==> src/rtl/mac_accum_drain_pkg.sv <==
// Shared types, widths and the saturation range test for the MAC accumulate-and-drain block.
package mac_accum_pkg;
  localparam int DEF_IN_W  = 32;
  localparam int DEF_ACC_W = 32;
  localparam int DEF_OUT_W = 16;
  localparam int CNT_W     = 16;
  localparam int SHIFT_W   = 5;
  localparam int MAXW      = 64;

  typedef enum logic [1:0] {
    IDLE  = 2'd0,
    ACCUM = 2'd1,
    DRAIN = 2'd2
  } state_t;

  // {over, under}: where v falls outside the signed w-bit range (w < MAXW).
  function automatic logic [1:0] sat_ovf(input logic signed [MAXW-1:0] v, input int w);
    logic signed [MAXW-1:0] lim;
    lim     = 64'sd1 <<< (w - 1);
    sat_ovf = {v >= lim, v < -lim};
  endfunction
endpackage

==> src/rtl/mac_accum_drain_if.sv <==
// Descriptor, partial-sum and result channels of the accumulate-and-drain block.
interface mac_accum_drain_if
  import mac_accum_pkg::*;
#(
  parameter int IN_W  = DEF_IN_W,
  parameter int OUT_W = DEF_OUT_W
);
  logic                    cfg_valid;
  logic                    cfg_ready;
  logic [CNT_W-1:0]        cfg_count;
  logic [SHIFT_W-1:0]      cfg_shift;
  logic                    in_valid;
  logic                    in_ready;
  logic signed [IN_W-1:0]  in_data;
  logic                    out_valid;
  logic                    out_ready;
  logic signed [OUT_W-1:0] out_data;
  logic                    out_sat;

  modport slave (
    input  cfg_valid, cfg_count, cfg_shift, in_valid, in_data, out_ready,
    output cfg_ready, in_ready, out_valid, out_data, out_sat
  );

  modport master (
    output cfg_valid, cfg_count, cfg_shift, in_valid, in_data, out_ready,
    input  cfg_ready, in_ready, out_valid, out_data, out_sat
  );
endinterface

==> src/rtl/mac_accum_drain_sat_shift_narrow.sv <==
// Arithmetic right shift (floor) of the accumulator, then saturating narrow to OUT_W.
module sat_shift_narrow
  import mac_accum_pkg::*;
#(
  parameter int ACC_W = DEF_ACC_W,
  parameter int OUT_W = DEF_OUT_W
) (
  input  logic signed [ACC_W-1:0] acc_i,
  input  logic [SHIFT_W-1:0]      shift_i,
  output logic signed [OUT_W-1:0] data_o,
  output logic                    clip_o
);
  logic signed [ACC_W-1:0] shifted;
  logic [1:0]              ovf;

  assign shifted = acc_i >>> shift_i;
  assign ovf     = sat_ovf(MAXW'(shifted), OUT_W);

  always_comb begin
    clip_o = |ovf;
    data_o = shifted[OUT_W-1:0];
    if (ovf[1])      data_o = {1'b0, {(OUT_W-1){1'b1}}};
    else if (ovf[0]) data_o = {1'b1, {(OUT_W-1){1'b0}}};
  end
endmodule

==> src/rtl/mac_accum_drain.sv <==
// Accumulates cfg_count signed partial sums with saturation, then presents one
// shifted, narrowed result with a sticky saturation flag until it is taken.
module mac_accum_drain
  import mac_accum_pkg::*;
#(
  parameter int IN_W  = DEF_IN_W,
  parameter int ACC_W = DEF_ACC_W,
  parameter int OUT_W = DEF_OUT_W
) (
  input  logic             clock,
  input  logic             resetn,
  mac_accum_drain_if.slave bus
);
  state_t                  state_q, state_d;
  logic signed [ACC_W-1:0] acc_q, acc_d;
  logic [CNT_W-1:0]        cnt_q, cnt_d;
  logic [SHIFT_W-1:0]      shift_q, shift_d;
  logic                    sticky_q, sticky_d;
  logic signed [OUT_W-1:0] odata_q, odata_d;
  logic                    osat_q, osat_d;
  // Holds cfg_ready low while reset is asserted even though the state is IDLE.
  logic                    alive_q;

  logic signed [IN_W-1:0]  in_data;
  logic signed [MAXW-1:0]  sum;
  logic [1:0]              acc_ovf;
  logic signed [ACC_W-1:0] acc_sat;
  logic signed [OUT_W-1:0] nar_data;
  logic                    nar_clip;

  assign in_data = bus.in_data;
  assign sum     = MAXW'(acc_q) + MAXW'(in_data);
  assign acc_ovf = sat_ovf(sum, ACC_W);

  always_comb begin
    acc_sat = sum[ACC_W-1:0];
    if (acc_ovf[1])      acc_sat = {1'b0, {(ACC_W-1){1'b1}}};
    else if (acc_ovf[0]) acc_sat = {1'b1, {(ACC_W-1){1'b0}}};
  end

  // Narrowing looks at the post-add value so the last input lands in the result.
  sat_shift_narrow #(.ACC_W(ACC_W), .OUT_W(OUT_W)) u_narrow (
    .acc_i   (acc_sat),
    .shift_i (shift_q),
    .data_o  (nar_data),
    .clip_o  (nar_clip)
  );

  assign bus.cfg_ready = alive_q && (state_q == IDLE);
  assign bus.in_ready  = (state_q == ACCUM);
  assign bus.out_valid = (state_q == DRAIN);
  assign bus.out_data  = odata_q;
  assign bus.out_sat   = osat_q;

  always_comb begin
    state_d  = state_q;
    acc_d    = acc_q;
    cnt_d    = cnt_q;
    shift_d  = shift_q;
    sticky_d = sticky_q;
    odata_d  = odata_q;
    osat_d   = osat_q;
    case (state_q)
      IDLE: begin
        if (bus.cfg_valid && alive_q) begin
          cnt_d    = bus.cfg_count;
          shift_d  = bus.cfg_shift;
          acc_d    = '0;
          sticky_d = 1'b0;
          if (bus.cfg_count != '0) begin
            state_d = ACCUM;
          end else begin
            state_d = DRAIN;
            odata_d = '0;
            osat_d  = 1'b0;
          end
        end
      end
      ACCUM: begin
        if (bus.in_valid) begin
          acc_d    = acc_sat;
          sticky_d = sticky_q | (|acc_ovf);
          cnt_d    = cnt_q - CNT_W'(1);
          if (cnt_q == CNT_W'(1)) begin
            state_d = DRAIN;
            odata_d = nar_data;
            osat_d  = sticky_q | (|acc_ovf) | nar_clip;
          end
        end
      end
      DRAIN: begin
        if (bus.out_ready) state_d = IDLE;
      end
      default: state_d = IDLE;
    endcase
  end

  always_ff @(posedge clock or negedge resetn) begin
    if (!resetn) begin
      state_q  <= IDLE;
      acc_q    <= '0;
      cnt_q    <= '0;
      shift_q  <= '0;
      sticky_q <= 1'b0;
      odata_q  <= '0;
      osat_q   <= 1'b0;
      alive_q  <= 1'b0;
    end else begin
      state_q  <= state_d;
      acc_q    <= acc_d;
      cnt_q    <= cnt_d;
      shift_q  <= shift_d;
      sticky_q <= sticky_d;
      odata_q  <= odata_d;
      osat_q   <= osat_d;
      alive_q  <= 1'b1;
    end
  end
endmodule

==> src/flat_wrapper.sv <==
// flat-port wrapper written by rule: the top's interface ports become plain ports
module mac_accum_drain_flat import mac_accum_pkg::*;
#(
  parameter int IN_W  = DEF_IN_W,
  parameter int ACC_W = DEF_ACC_W,
  parameter int OUT_W = DEF_OUT_W
)
  (clock, resetn, bus_cfg_valid, bus_cfg_count, bus_cfg_shift, bus_in_valid, bus_in_data, bus_out_ready, bus_cfg_ready, bus_in_ready, bus_out_valid, bus_out_data, bus_out_sat);
  mac_accum_drain_if #(.IN_W(IN_W), .OUT_W(OUT_W)) bus_i ();
  input  logic clock;
  input  logic resetn;
  input wire logic [$bits(bus_i.cfg_valid)-1:0] bus_cfg_valid;
  input wire logic [$bits(bus_i.cfg_count)-1:0] bus_cfg_count;
  input wire logic [$bits(bus_i.cfg_shift)-1:0] bus_cfg_shift;
  input wire logic [$bits(bus_i.in_valid)-1:0] bus_in_valid;
  input wire logic [$bits(bus_i.in_data)-1:0] bus_in_data;
  input wire logic [$bits(bus_i.out_ready)-1:0] bus_out_ready;
  output wire logic [$bits(bus_i.cfg_ready)-1:0] bus_cfg_ready;
  output wire logic [$bits(bus_i.in_ready)-1:0] bus_in_ready;
  output wire logic [$bits(bus_i.out_valid)-1:0] bus_out_valid;
  output wire logic [$bits(bus_i.out_data)-1:0] bus_out_data;
  output wire logic [$bits(bus_i.out_sat)-1:0] bus_out_sat;
  assign bus_i.cfg_valid = bus_cfg_valid;
  assign bus_i.cfg_count = bus_cfg_count;
  assign bus_i.cfg_shift = bus_cfg_shift;
  assign bus_i.in_valid = bus_in_valid;
  assign bus_i.in_data = bus_in_data;
  assign bus_i.out_ready = bus_out_ready;
  assign bus_cfg_ready = bus_i.cfg_ready;
  assign bus_in_ready = bus_i.in_ready;
  assign bus_out_valid = bus_i.out_valid;
  assign bus_out_data = bus_i.out_data;
  assign bus_out_sat = bus_i.out_sat;
  mac_accum_drain #(.IN_W(IN_W), .ACC_W(ACC_W), .OUT_W(OUT_W)) u_core (.clock(clock), .resetn(resetn), .bus(bus_i));
endmodule
==> config.mk <==
export PLATFORM = sky130hd
export DESIGN_NAME = mac_accum_drain_flat
export DESIGN_NICKNAME = d
export VERILOG_FILES = /design/src/rtl/mac_accum_drain_pkg.sv /design/src/rtl/mac_accum_drain_if.sv /design/src/rtl/mac_accum_drain_sat_shift_narrow.sv /design/src/rtl/mac_accum_drain.sv /design/src/flat_wrapper.sv
export SDC_FILE = /design/constraint.sdc
export NUM_CORES = 1
export LEC_CHECK = 0
export CORE_UTILIZATION = 60
export DETAILED_ROUTE_END_ITERATION = 6
export GPL_TIMING_DRIVEN = 0
export HOLD_SLACK_MARGIN = 0.08
export PLACE_DENSITY = 0.83
export SYNTH_ARGS = -nofsm -noshare
export SYNTH_HDL_FRONTEND = slang
export SYNTH_SLANG_ARGS = --single-unit
==> constraint.sdc <==
create_clock -name clock -period 8 [get_ports clock]
set_clock_uncertainty 0.05 [all_clocks]
set_input_delay 0.8 -clock clock [delete_from_list [all_inputs] [get_ports clock]]
set_output_delay 0.8 -clock clock [all_outputs]
set_load 0.02 [all_outputs]
==> reports/results.txt, run 1 <==
The library cell appearing most often on the critical path is a21oi_1. The net count of the mapped netlist was 1232; the iteration count of the initial detailed-routing pass was 6. The run finished with clean final reports. Wires add up to 33100 um. Counting flops and latches in the post-synthesis netlist gives 74. The starting density of the core is 62.6%. The H-tree level count was 3. The number of enable-type register cells in the synthesized netlist is 0, and the count of input and output buffers is 77. In the routed design, unresolved DRC markers number 0. Setup repair after global routing left no endpoint under its margin. The antenna diode count came out at 0.

Total negative slack for setup checks: 0 ns. The stage delay of the slowest cell on the critical path is 0.47 ns. For this run, the number of Yosys warnings is 0.

The largest individual stage delay along the critical path comes from the cell a21boi_2. The buffer count from post-CTS setup fixing was 0; the fraction of final layout cells sized beyond drive strength 1 was 7.64%. Setup slack on the critical path of the routed design comes to 0.320 ns. For the worst flop-to-flop path, the logic depth is 22. The worst hold slack across all endpoints was 0.333 ns; the area enclosed by the die boundary was 0.0145 mm2. Worst min-delay path class: input port to async pin. The sequential cells in the finished layout cover a total of 0.00185 mm2. The data arrival at the endpoint of the critical path was 7.86 ns. First-pass GRT wire length: 51200 um. Using the TritonRoute via totals, the vias-per-cell ratio works out to 7.38. For this run the aggregate overflow at the end of global routing stands at 0. CTS placed an instance of clkbuf_16 at the clock tree root. The number of global-route vias before repair is 9584, and the sequential cell area fraction in the yosys report is 22.0%.

The run gives 46.1% as the overall track demand over capacity in global routing. The setup path with the least slack is of type input port to flip-flop. The run gives 9 as the number of clock buffers inserted by TritonCTS. The tools report the synthesized instance count as 1136. Setup violations remaining at the end of the flow were counted as 0. For this run, the post-layout net count is 1321. TritonCTS built the clock tree.

In this run, the number of DRC markers left after iteration 0 of detailed routing was 1541. The placeable core region is 0.0135 mm2. In the final routed layout, each cell accounts on average for 23.5 um. The die width is 120 um. The number of different library cells used by synthesis comes to 93.

The type of origin of the critical path was an input port. The run gives 25300 um as the sum of net half-perimeters after detailed placement. The maximum clock frequency is 0.130 GHz, and the total count of max-transition violations in the final report is 0. Fill cells in the final layout number 1099.

The worst setup path is captured at a flip-flop. The slew at the pin closest to its max-slew limit is 1.17 ns, and the area of the mapped netlist is 0.00842 mm2. For this run, the leading register cell type out of synthesis is dfrtp_1. The die boundary height came out at 120 um.

78 I/O pins were placed. The average instance in the mapped netlist occupies 7.41 um2. Relative slew slack: 20.8%. The hold buffer count at cts came out at 0.

The clock latency reported for the late side of the worst-skew pair is 0.36 ns. The pin count of the biggest net entering global routing was 41; the max capacitance violation total was 0. The tools report the number of hold violations in the final report as 0. Clock-pin slew was measured on the worst setup and hold paths at 0.08 ns.

The total vias in the final route was 10382; the final critical path time including I/O delays and setup was 7.68 ns. The proportion of register bits with asynchronous set or reset after synthesis was 100%; the remaining antenna violation count after routing was 0. In the finished design, the share of the clock period the worst path needs comes to 96.0%. The signal on the critical path passes through clkdlybuf4s50_1 -> ha_1 -> fa_1 -> a211o_1 -> a21oi_1 -> o21ai_1 -> a21boi_2 -> o21a_1 -> clkbuf_2 -> ha_1 -> clkbuf_1 -> clkbuf_2 -> a21oi_1 -> o311ai_0 -> a22oi_1 -> nand3b_1 -> o311ai_0 -> o22ai_1 -> a21oi_1 -> nor4bb_1 -> a31oi_2 -> buf_6 -> a221o_1.

Relative to the synthesized area, the layout overhead comes to 15.7%. The multi-input combinational cells in the finished layout cover a total of 0.00609 mm2. Data on the critical path is required at its endpoint by 8.18 ns. The number of clock sinks was 74; the number of rows created at floorplan was 42. Number of antenna violations at the first check in global routing: 0. No sink is reached through more buffers than the 2 on the longest clock path. The largest fanout of any net on the critical path came out at 10.

The logs give -0.108 ns for the worst setup slack after placement and 0 for the number of cells upsized or downsized after cts. At the end of routability-driven placement, the weighted congestion stood at 1.05.
-- registers in the layout (all words and copies together) (netlist names) --
register and count:
u_core.shift_q 5, u_core.acc_q 32, u_core.bus.out_data 16, u_core.bus.out_sat 1
u_core.cnt_q 16, u_core.sticky_q 1, u_core.state_q 2, u_core.alive_q 1
-- placed cells by master, fill, tap and decap left out, types with 24 or more instances in the layout --
master | Yosys | final
nand2_1 | 137 | 137
nor2_1 | 117 | 117
a21oi_1 | 104 | 104
o21ai_0 | 102 | 102
clkdlybuf4s50_1 | 0 | 76
dfrtp_1 | 74 | 74
clkbuf_1 | 51 | 49
nor3_1 | 42 | 42
ha_1 | 37 | 37
inv_1 | 25 | 25
nand4_1 | 24 | 24
-- cell type report --
type / instances / area share, %
plain buffers: 86 / 4.07
clock buffers: 9 / 2.31
clock inverters: 7 / 0.591
inverters: 27 / 1.04
multi-input cells: 949 / 62.6
flip-flops and latches: 74 / 19.0
well taps: 176 / 2.26
repair buffers: 78 / 8.10
-- cells in the mapped netlist, types with 9 or more instances --
| library cell | instances | area (um2) |
|---|---|---|
| ha_1 | 37 | 463 |
| mux2_2 | 10 | 113 |
| xnor2_1 | 12 | 105 |
| buf_2 | 19 | 95.1 |
| o21a_1 | 11 | 82.6 |
| clkbuf_1 | 51 | 191 |
| nand2_1 | 137 | 514 |
| and2_1 | 10 | 62.6 |
| a211oi_1 | 20 | 150 |
| inv_1 | 25 | 93.8 |
| o31ai_1 | 10 | 75.1 |
| or3_1 | 9 | 56.3 |
| nand3_1 | 21 | 105 |
| o211ai_1 | 17 | 128 |
| a31oi_1 | 10 | 62.6 |
| a221o_1 | 15 | 150 |
| a22o_1 | 13 | 114 |
| nor3_1 | 42 | 210 |
| nor2_1 | 117 | 439 |
| mux2i_1 | 20 | 200 |
| o21ai_0 | 102 | 510 |
| dfrtp_1 | 74 | 1850 |
| o22ai_1 | 10 | 62.6 |
| nand4_1 | 24 | 150 |
| a21oi_1 | 104 | 521 |
| a211o_1 | 9 | 78.8 |
| nor4_1 | 11 | 68.8 |
| a21o_1 | 14 | 105 |
| a22oi_1 | 11 | 82.6 |
-- per-stage QoR --
| step | instance area (um2) | std cells | util [%] |
|---|---|---|---|
| 6_report | 9730 | 1406 | 72.4 |
| 5_1_grt | 9730 | 1406 | 72.4 |
| 4_1_cts | 9710 | 1406 | 72.2 |
| 3_5_place_dp | 9420 | 1390 | 70.1 |
| 3_3_place_gp | 9410 | 1389 | 69.9 |
| 2_1_floorplan | 8420 | 1136 | - |
-- cell families after synthesis --
group | Yosys count | synth area share, %
AOI/OAI and AO/OA | 439 | 35.7
and+or+nand+nor | 421 | 24.0
buffers and inverters | 113 | 5.87
DFF | 74 | 22.0
adders and majority gates | 38 | 5.74
muxes | 35 | 5.06
xor gates and xnor gates | 15 | 1.56
other | 1 | 0.0446
-- routing by layer --
layer	up-vias	routed length, um	track usage [%]
met5	-	0	0
met1	4812	12700	60.3
met4	0	1720	23.2
met3	163	4680	13.7
li1	4512	-	-
met2	895	14000	68.7
-- path summary, 6_finish.rpt --
| path | startpoint | end | slack, ns |
|---|---|---|---|
| max | bus_in_data[0] | u_core.bus.out_data[14]$_DFFE_PN0P_ | 0.32 |
| min | resetn | u_core.acc_q[24]$_DFFE_PN0P_ | 0.33 |
| max reg2reg | u_core.acc_q[0]$_DFFE_PN0P_ | u_core.bus.out_data[14]$_DFFE_PN0P_ | 0.82 |
| min reg2reg | u_core.acc_q[15]$_DFFE_PN0P_ | u_core.acc_q[15]$_DFFE_PN0P_ | 0.44 |
| max in group asynchronous | resetn | u_core.cnt_q[1]$_DFFE_PN0P_ | 6.94 |
| min in group clock | u_core.acc_q[15]$_DFFE_PN0P_ | u_core.acc_q[15]$_DFFE_PN0P_ | 0.44 |
-- critical path: cells and delay by family --
family / cells / cell delay [ns]
AO/OA/AOI/OAI: 13 / 3.71
adder cells (fa/ha/maj): 3 / 0.96
buffers and inverters: 5 / 1.80
AND/OR/NAND/NOR: 2 / 0.56
Power of run 1 is left out: the tool's default activity adds up to more than one toggle a clock period on the data nets, which glitch-free logic cannot reach.
==> run 2, diff against run 1 <==
SYNTH_HIERARCHICAL = 1   (was default)
==> run 2 against run 1 <==
Effect of this change: critical path depth fell by 2; via count down 19%; first-iteration DRC count fell by 39%; critical path type unchanged; largest cell class unchanged.
==> reports/results.txt, run 2 <==
The run gives 0 (unchanged) as the remaining antenna violation count after routing. The most frequently used flop master after synthesis was dfrtp_1. The synthesized area per cell is 8.52 um2 (+15%). The die width is 119 um (-1.1%). The proportion of register bits with asynchronous set or reset after synthesis came out at 100% (unchanged).

The worst setup path is captured at a flip-flop. Number of clock sinks: 74 (unchanged). The hold buffer count at cts was 0 (unchanged). Busiest layer in global routing: met2.

The cell with the most instances after synthesis is nand2_1. The stage delay of the slowest cell on the critical path was 0.53 ns (+0.06 ns). Library cell appearing most often on the critical path: nand2_1. The number of global-route vias before repair was 7840 (-18%). The buffering stage count on the worst path with inverters included came out at 2 (-3). Clock-pin slew of the registers on the worst-case setup and hold paths: 0.06 ns (-0.02 ns).

For the total routed wirelength, the log shows 25000 um (-24%). In this run the critical register-to-register path is launched from u_core/acc_q[0]$_DFFE_PN0P_. The run gives 78 (unchanged) as the I/O pin count.

Cell with the largest stage delay on the worst path: nor4_4. Tracing the worst setup path back leads to its startpoint at bus_in_data[0]. Leading area contributor after synthesis: dfrtp_1. The sequential cell area fraction in the yosys report came out at 22.5% (+0.48 points). The library cells used most frequently in the layout, excluding fill and tap cells, are 96 x nand2_1, 95 x a21oi_1, 76 x clkdlybuf4s50_1, 74 x dfrtp_1, 58 x nor2_1. The run gives 0.00957 mm2 (-1.7%) as the final non-filler cell area.

The number of cells upsized or downsized after cts is 0 (unchanged). The critical path goes through clkdlybuf4s50_1 -> ha_1 -> fa_1 -> a211oi_2 -> o21ai_1 -> o211ai_1 -> nand2_1 -> a21oi_1 -> nand3_1 -> clkbuf_1 -> nand3_1 -> nand2_1 -> mux2_1 -> mux4_2 -> a2bb2oi_2 -> nand4bb_1 -> nor4_4 -> o21bai_1 -> nor2_1 -> nand2_1 -> a22o_1. The met2 track demand over resource in global routing was 55.9% (-13 points); the antenna diode count was 0 (unchanged). The total number of cells along the worst setup path came out at 21 (-8.7%). For the count of yosys warnings during synthesis, the log shows 6 (+6). The tools report the sum of net half-perimeters after detailed placement as 18900 um (-25%). The logs give 61.9% (-0.61 points) for the starting density of the core and 0.00824 mm2 (-2.1%) for the area of the mapped netlist.

The cell count after placement was 1221 (-12%). The tools report the worst endpoint required time as 8.19 ns (about the same). Yosys attributes the largest share of cell area to dfrtp_1 22%, mux4_2 7.4%, a21oi_1 5.8%, ha_1 5.2%, nand2_1 4.4%.

The slew at the pin closest to its max-slew limit is 0.859 ns (-0.315 ns). The internal reg-to-reg setup slack was 2.10 ns (+1.28 ns); the number of clock buffers inserted by TritonCTS was 9 (unchanged). Worst hold slack across all endpoints: 0.350 ns (+0.0172 ns). The first-pass GRT wire length was 40800 um (-20%); the number of enable-type register cells in the synthesized netlist was 0 (unchanged).

The share of the cycle needed by the critical path after routing was 80.8% (-15 points); the final estimated routing congestion in global placement was 0.974 (-6.9%). Register bit count reported by yosys: 74 (unchanged). The run gives 0 ns (unchanged) as the total negative slack for setup checks. The final critical path time including I/O delays and setup works out to 6.46 ns (-1.22 ns). The count of input and output buffers is 77 (unchanged). The area share of the leading cell type in the synthesized netlist came out at 22.5% (+0.48 points). The buffer levels on the longest clock path came out at 2 (unchanged).

The tools report the clock latency reported for the late side of the worst-skew pair as 0.34 ns (-0.02 ns). The number of flip-flops under the largest register name was 32 (unchanged); the count of non-filler cells in the finished layout was 1237 (-12%). The placement-stage cell area was 0.00925 mm2 (-1.8%). In this run the clock root is driven by a clkbuf_16. The area enclosed by the die boundary is 0.0142 mm2 (-2.1%), and the detailed router's first-iteration violation count is 945 (-39%). The register ranked first by flip-flop count is u_core/acc_q. The run gives 0.155 GHz (+19%) as the maximum clock frequency.

The iteration count of the initial detailed-routing pass is 5 (-1), and the synthesized instance count is 967 (-15%). The library cell used most frequently in the layout, excluding fill and tap cells, is nand2_1. Routed via count divided by cell count: 6.80 (-7.9%). The depth of the worst register-to-register path was 20 (-9.1%); the number of antenna violations at the first check in global routing was 0 (unchanged). The tightest min-delay check is of the input port to async pin type.

The average routed wire per standard cell is 20.2 um (-14%). The logs give 1060 (-14%) for the net count of the mapped netlist and 42 (unchanged) for the number of rows created at floorplan. Total vias in the final route: 8411 (-19%).

The flow ran to the end, and the final reports show no timing, DRC or antenna violations. The overall track demand over capacity in global routing was 36.5% (-9.6 points). The largest fanout of any net on the critical path was 10 (unchanged). The max capacitance violation total is 0 (unchanged), and the final count of negative-setup-slack endpoints is 0 (unchanged).

The buffer count from post-CTS setup fixing was 0 (unchanged). Top cell family by delay on the critical path: simple AND/OR/NAND/NOR gates. The layout net count was 1149 (-13%).

The met1 capacity usage during global routing is 52.1% (-8.2 points). The worst setup path is of the input port to flip-flop kind. The pin count of the biggest net entering global routing was 43 (+4.9%). The capture instance of the worst register-to-register path is u_core/bus.out_sat$_DFFE_PN0P_.

The relative slew slack is 42.5% (+22 points), and the total congestion overflow is 0 (unchanged). Setup repair after global routing left no endpoint under its margin. The commonest cells after synthesis are 96 x nand2_1, 95 x a21oi_1, 74 x dfrtp_1. Relative to the synthesized area, the layout overhead comes to 16.2%. The data arrival at the endpoint of the critical path is 6.65 ns (-1.21 ns). For the total count of max-transition violations in the final report, the log shows 0 (unchanged).

Die boundary height: 119 um (-1.1%). The placeable core region was 0.0133 mm2 (-1.2%). The fraction of final layout cells sized beyond drive strength 1 came out at 13.4% (+5.7 points). Met3 usage in global routing: 4.50% (-9.2 points). The critical path ends at u_core/bus.out_sat$_DFFE_PN0P_.

Count of cell types in the netlist: 101 (+8.6%). TritonCTS built the clock tree. The number of hold violations in the final report came out at 0 (unchanged). The H-tree level count was 3 (unchanged); the number of DRC violations after detailed routing was 0 (unchanged). STA classifies the critical path startpoint as an input port.
-- run 2: stage by stage --
stage / util [%] / setup WS [ns]
floorplan: - / 2.68
global placement: 69.4 / 1.31
detailed placement: 69.6 / 1.29
CTS: 72.0 / 1.65
global route: 72.0 / 1.29
finish: 72.0 / 1.54
-- run 2: layout make-up --
class                      count  area, um2
buffer                        75        464
clock inverter                 6       88.8
tap                          176        220
sequential                    74       1850
fill                        1047       3730
clock buffer                  10        229
inverter                      21       78.8
multi-input combinational    797       5840
timing repair buffer          78        796
-- run 2: worst min-delay path by stage --
stage | startpoint | endpoint | cells past startpoint | slack [ns]
after floorplan | u_core/cnt_q[6]$_DFFE_PN0P_ | u_core/cnt_q[6]$_DFFE_PN0P_ | 2 | 0.39
after global placement | u_core/cnt_q[6]$_DFFE_PN0P_ | u_core/cnt_q[6]$_DFFE_PN0P_ | 2 | 0.42
after detailed placement | u_core/cnt_q[6]$_DFFE_PN0P_ | u_core/cnt_q[6]$_DFFE_PN0P_ | 2 | 0.43
after CTS | resetn | u_core/shift_q[1]$_DFFE_PN0P_ | 1 | 0.36
after global routing | resetn | u_core/shift_q[0]$_DFFE_PN0P_ | 1 | 0.39
final | resetn | u_core/shift_q[1]$_DFFE_PN0P_ | 1 | 0.35
-- run 2: cell families after synthesis --
| family | count (synthesis) | share of synthesized area [%] |
|---|---|---|
| AO/OA/AOI/OAI | 329 | 27.3 |
| AND/OR/NAND/NOR | 321 | 20.2 |
| buffers and inverters | 96 | 6.59 |
| multiplexers | 84 | 15.1 |
| flip-flops | 74 | 22.5 |
| adder cells (fa/ha/maj) | 35 | 5.41 |
| XOR/XNOR | 27 | 2.87 |
| other | 1 | 0.0455 |
-- run 2: metal layers --
layer	up-vias	wire length (um)
li1	3898	-
met1	3989	10800
met2	458	11400
met3	66	2030
met4	0	759
met5	-	0
Power of run 2 is left out for the same reason.
